--- src/rtl/uart_fifo_pkg.sv ---
// Shared constants and pointer-width helper for the UART RX FIFO slice.
package uart_fifo_pkg;

  localparam int DEF_WIDTH = 8;
  localparam int DEF_DEPTH = 16;

  // One extra bit above the address distinguishes full from empty on wrap.
  function automatic int ptr_w(input int depth);
    return $clog2(depth) + 1;
  endfunction

  localparam int DEF_PTR_W = ptr_w(DEF_DEPTH);

endpackage

--- src/rtl/uart_fifo_ram.sv ---
// Simple dual-port storage: synchronous write, asynchronous read, no reset.
module uart_fifo_ram
  import uart_fifo_pkg::*;
#(
  parameter int WIDTH = DEF_WIDTH,
  parameter int DEPTH = DEF_DEPTH
) (
  input  logic                     clk,
  input  logic                     we,
  input  logic [$clog2(DEPTH)-1:0] waddr,
  input  logic [WIDTH-1:0]         wdata,
  input  logic [$clog2(DEPTH)-1:0] raddr,
  output logic [WIDTH-1:0]         rdata
);

  logic [WIDTH-1:0] mem [DEPTH];

  always_ff @(posedge clk) begin
    if (we) mem[waddr] <= wdata;
  end

  assign rdata = mem[raddr];

endmodule

--- src/rtl/uart_rx_fifo_param.sv ---
// Parametrised UART RX byte FIFO with fill count, thresholds, sticky errors and flush.
// Define FIFO_FWFT_EN for first-word-fall-through reads; default is registered read.
module uart_rx_fifo_param
  import uart_fifo_pkg::*;
#(
  parameter int WIDTH     = DEF_WIDTH,
  parameter int DEPTH     = DEF_DEPTH,
  parameter int AF_THRESH = DEPTH - 2,
  parameter int AE_THRESH = 2
) (
  input  logic                     clk,
  input  logic                     reset_n,
  input  logic                     flush,
  input  logic                     wr_en,
  input  logic [WIDTH-1:0]         wr_data,
  input  logic                     rd_en,
  output logic [WIDTH-1:0]         rd_data,
  output logic                     rd_valid,
  output logic                     full,
  output logic                     empty,
  output logic                     almost_full,
  output logic                     almost_empty,
  output logic [ptr_w(DEPTH)-1:0]  count,
  output logic                     overflow,
  output logic                     underflow
);

  localparam int PTR_W = ptr_w(DEPTH);
  localparam int AW    = PTR_W - 1;
  localparam logic [PTR_W-1:0] FULL_LVL = PTR_W'(DEPTH);
  localparam logic [PTR_W-1:0] AF_LVL   = PTR_W'(AF_THRESH);
  localparam logic [PTR_W-1:0] AE_LVL   = PTR_W'(AE_THRESH);

  logic [PTR_W-1:0] wr_ptr, rd_ptr, count_r;
  logic [WIDTH-1:0] ram_rdata;
  logic             rd_acc, wr_acc;

  assign full         = (count_r == FULL_LVL);
  assign empty        = (count_r == '0);
  assign almost_full  = (count_r >= AF_LVL);
  assign almost_empty = (count_r <= AE_LVL);
  assign count        = count_r;

  // A same-cycle write never feeds an empty read; a same-cycle read frees a full slot.
  assign rd_acc = rd_en && !empty && !flush;
  assign wr_acc = wr_en && (!full || rd_acc) && !flush;

  uart_fifo_ram #(
    .WIDTH (WIDTH),
    .DEPTH (DEPTH)
  ) u_ram (
    .clk   (clk),
    .we    (wr_acc),
    .waddr (wr_ptr[AW-1:0]),
    .wdata (wr_data),
    .raddr (rd_ptr[AW-1:0]),
    .rdata (ram_rdata)
  );

  always_ff @(posedge clk or negedge reset_n) begin
    if (!reset_n) begin
      wr_ptr    <= '0;
      rd_ptr    <= '0;
      count_r   <= '0;
      overflow  <= 1'b0;
      underflow <= 1'b0;
    end else if (flush) begin
      wr_ptr    <= '0;
      rd_ptr    <= '0;
      count_r   <= '0;
      overflow  <= 1'b0;
      underflow <= 1'b0;
    end else begin
      if (wr_acc) wr_ptr <= wr_ptr + PTR_W'(1);
      if (rd_acc) rd_ptr <= rd_ptr + PTR_W'(1);
      case ({wr_acc, rd_acc})
        2'b10:   count_r <= count_r + PTR_W'(1);
        2'b01:   count_r <= count_r - PTR_W'(1);
        default: count_r <= count_r;
      endcase
      if (wr_en && full && !rd_acc) overflow  <= 1'b1;
      if (rd_en && empty)           underflow <= 1'b1;
    end
  end

`ifdef FIFO_FWFT_EN
  assign rd_data  = ram_rdata;
  assign rd_valid = !empty;
`else
  logic [WIDTH-1:0] rd_data_p1;
  logic             vld_p1;

  // Output register stage: one cycle read latency.
  always_ff @(posedge clk or negedge reset_n) begin
    if (!reset_n) begin
      rd_data_p1 <= '0;
      vld_p1     <= 1'b0;
    end else if (flush) begin
      vld_p1     <= 1'b0;
    end else begin
      vld_p1 <= rd_acc;
      if (rd_acc) rd_data_p1 <= ram_rdata;
    end
  end

  assign rd_data  = rd_data_p1;
  assign rd_valid = vld_p1;
`endif

endmodule

--- config.mk ---
export PLATFORM = sky130hd
export DESIGN_NAME = uart_rx_fifo_param
export DESIGN_NICKNAME = d
export VERILOG_FILES = /design/src/rtl/uart_fifo_pkg.sv /design/src/rtl/uart_fifo_ram.sv /design/src/rtl/uart_rx_fifo_param.sv
export SDC_FILE = /design/constraint.sdc
export NUM_CORES = 1
export LEC_CHECK = 0
export ABC_CLOCK_PERIOD_IN_PS = 5570
export CELL_PAD_IN_SITES_DETAIL_PLACEMENT = 0
export CELL_PAD_IN_SITES_GLOBAL_PLACEMENT = 1
export CORE_AREA = 4 4 107 150
export CTS_BUF_LIST = sky130_fd_sc_hd__clkbuf_16
export CTS_CLUSTER_DIAMETER = 50
export CTS_CLUSTER_SIZE = 28
export DETAILED_ROUTE_END_ITERATION = 12
export DIE_AREA = 0 0 111 154
export PLACE_DENSITY = 0.74
export SYNTH_ARGS = -nofsm -noshare
export SYNTH_HDL_FRONTEND = slang
export SYNTH_SLANG_ARGS = --single-unit
--- constraint.sdc ---
create_clock -name clk -period 5.57 [get_ports clk]
set_input_delay 1.114 -clock clk [delete_from_list [all_inputs] [get_ports clk]]
set_output_delay 1.114 -clock clk [all_outputs]
set_load 0.03 [all_outputs]
==> flow_summary.yaml <==
sta:
  hold_viol: 0
  fin_crit_ns: 3.79
  drv_slew: 0
  rsz0062_at_grt: "no"
  worstMarginPinSlew_ns: 0.990
  slew_headroom_pct: 33.8
  fin_setup_tns_ns: 0
  setup_viol: 0
  finalWorstSetupSlack_ns: 1.78
  clock_skew_ns: 0.0114
  timing.fmax_mhz: 264
  finalCritPeriodShare_pct: 68.0
global_route:
  grt_overflow: 0
  antenna_found_initial: 0
  grt.total_usage_pct: 15.1
  grt_max_degree: 35
  grt_pass1_wl_mm: 19.0
  grt_pass1_vias: 3283
finish:
  area_growth_syn_to_layout_pct: 17.2
  nFillCells: 1191
  finalNetCount: 406
  fin_util_pct: 49.3
  drive_gt1_share_pct: 21.4
  antennaDiodeCount: 0
  final_cell_mix: "edfxtp_1 (128), nor2_1 (35), mux4_2 (32), clkdlybuf4s50_1 (32), dfrtp_1 (23)"
  final_common_cell: "edfxtp_1"
die:
  start_util_pct: 42.0
  dieArea_um2: 17100
  fp.coreArea_um2: 14800
  io_pins: 33
  dieWidth_um: 111
  rows: 53
  die_h_um: 154
placed_design:
  place_ws_ns: 1.38
  port_buffers: 32
  place.gp.congestion: 0.813
  dpl.hpwl_mm: 7.74
route:
  drcViolationCount: 0
  detail_route.vias_per_cell: 5.39
  first_pass_iters: 4
  wl_met1_mm: 4.58
  dr_wl_met2_mm: 6.79
  wl_per_cell_um: 20.7
  drt_wl_total_mm: 12.2
  ant_nets: 0
  top_layer_used: "met4"
  drt_iter0_markers: 318
  vias: 3174
  wl_met3_um: 696
cts:
  cts_buffers: 17
  cts_tree: "done"
  postCtsSetupBuffers: 0
  clk_path_buf_depth: 2
  path_clk_slew_ns: 0.06
  clkSinkCount: 152
  htree_levels: 4
  ctsHoldBuffers: 0
  cts_root_buffer: "clkbuf_16"
  clkLatencyLatePin_ns: 0.42
  ctsResizeCount: 0
synth:
  ys_seq_elements: 152
  yosys_warnings: 0
  synthTopCellsByArea: "edfxtp_1 (62%), mux4_2 (12%), dfrtp_1 (9.7%), nor2_1 (2.1%), mux2_2 (1.6%)"
  yosysSeqAreaShare_pct: 71.5
  yosysTopAreaCell: "edfxtp_1"
  postSynthAreaPerCell_um2: 18.0
  ys_types: 41
  syn_nets: 367
  synth_top_area_share_pct: 61.8
  synth_cells: 345
  syn-cell-area_um2: 6220
worst_setup_path:
  setup.worst_path.start_class: "input port"
  worstPathRequired_ns: 5.87
  endpoint_kind: "register"
  critPathMaxFanout: 21
  critPathArrivalTime_ns: 4.09
  worstSetupPathType: "input port to register"
worst_hold_path:
  hp-class: "register to register"
power:
  powerDensity_nw_per_um2: 429
  p_leak_nw: 2.41
  peakVddDrop_mv: 0.220
run_status:
  outcome: "complete, no violations"
run:
  cap_viol_max_count: 0
==> through the flow <==
step | power, mW | instance area, µm² | instances | hold slack, ns
global placement | 2.03 | 6710 | 557 | 0.487
CTS | 3.16 | 7290 | 589 | 0.505
detailed placement | 2.04 | 6710 | 557 | 0.491
global route | 3.26 | 7290 | 589 | 0.521
finish | 3.13 | 7290 | 589 | 0.499
floorplan | 1.80 | 6220 | 345 | 0.552
==> report_power, final <==
| group | internal, mW | total, mW | switching, mW |
|---|---|---|---|
| clock network | 0.661 | 1.11 | 0.451 |
| logic | 0.267 | 0.623 | 0.356 |
| registers | 1.30 | 1.39 | 0.0930 |
==> Yosys cell counts (all sizes together) <==
cell,n
buf,12
or2,1
clkbuf,4
mux4,32
a21oi,16
o22ai,16
edfxtp,128
nand3b,1
or3,2
a31oi,3
a21boi,1
mux2,13
fa,1
ha,8
nor3,1
nand4,1
nor2,35
a21o,1
o21ai,4
dfrtp,24
nand3,3
nor4,1
xnor2,2
nand2,13
a2111oi,1
nand2b,3
xor2,6
and3,1
or3b,2
inv,7
or4,1
o21bai,1
==> cells by family after synthesis <==
family,synth area share [%]
mux,14.0
buf+inv,2.05
flops,71.5
fa+ha+maj,1.93
compound gates,4.43
simple gates,4.95
xor+xnor,1.13
==> worst max-delay path, cell delays in order <==
cell,delay (ns)
clkdlybuf4s50_1,0.40
buf_4,0.20
nand2b_1,0.20
a21oi_2,0.60
nand2_1,0.20
fa_1,0.44
nand2b_1,0.16
a21oi_1,0.28
mux2_2,0.38
nand2_1,0.07
a21oi_1,0.06
==> layout make-up <==
cell class | instances | area (µm²) | share of cell area, %
sequential | 152 | 4450 | 61.0
multi-input combinational | 170 | 1640 | 22.6
inverter | 7 | 26.3 | 0.361
clock inverter | 15 | 154 | 2.11
tap | 192 | 240 | 3.30
timing repair buffer | 36 | 350 | 4.81
clock buffer | 17 | 425 | 5.84
==> final timing paths <==
path                             end  depth (start not counted)      start  slack [ns]
min in group asynchronous   count[0]                          2    reset_n        1.08
max reg2reg                 count[4]                          9   count[4]        2.48
min reg2reg                underflow                          2  underflow        0.50
max in group asynchronous  rd_ptr[2]                          2    reset_n        4.22
min                        underflow                          2  underflow        0.50
max                         count[4]                         11      flush        1.78
==> registers in the layout, indices dropped and copies added, names as in the netlist <==
signal / count
overflow: 1
wr_ptr: 4
u_ram.mem: 128
count: 5
rd_ptr: 4
underflow: 1
rd_data: 8
rd_valid: 1
==> per-layer routing <==
| metal | GRT usage, % | up-vias |
|---|---|---|
| li1 | - | 1436 |
| met1 | 17.8 | 1642 |
| met2 | 26.7 | 86 |
| met3 | 3.90 | 10 |
| met4 | 5.22 | 0 |
| met5 | 0 | - |
Note: power is estimated with default switching activity, not from simulation.
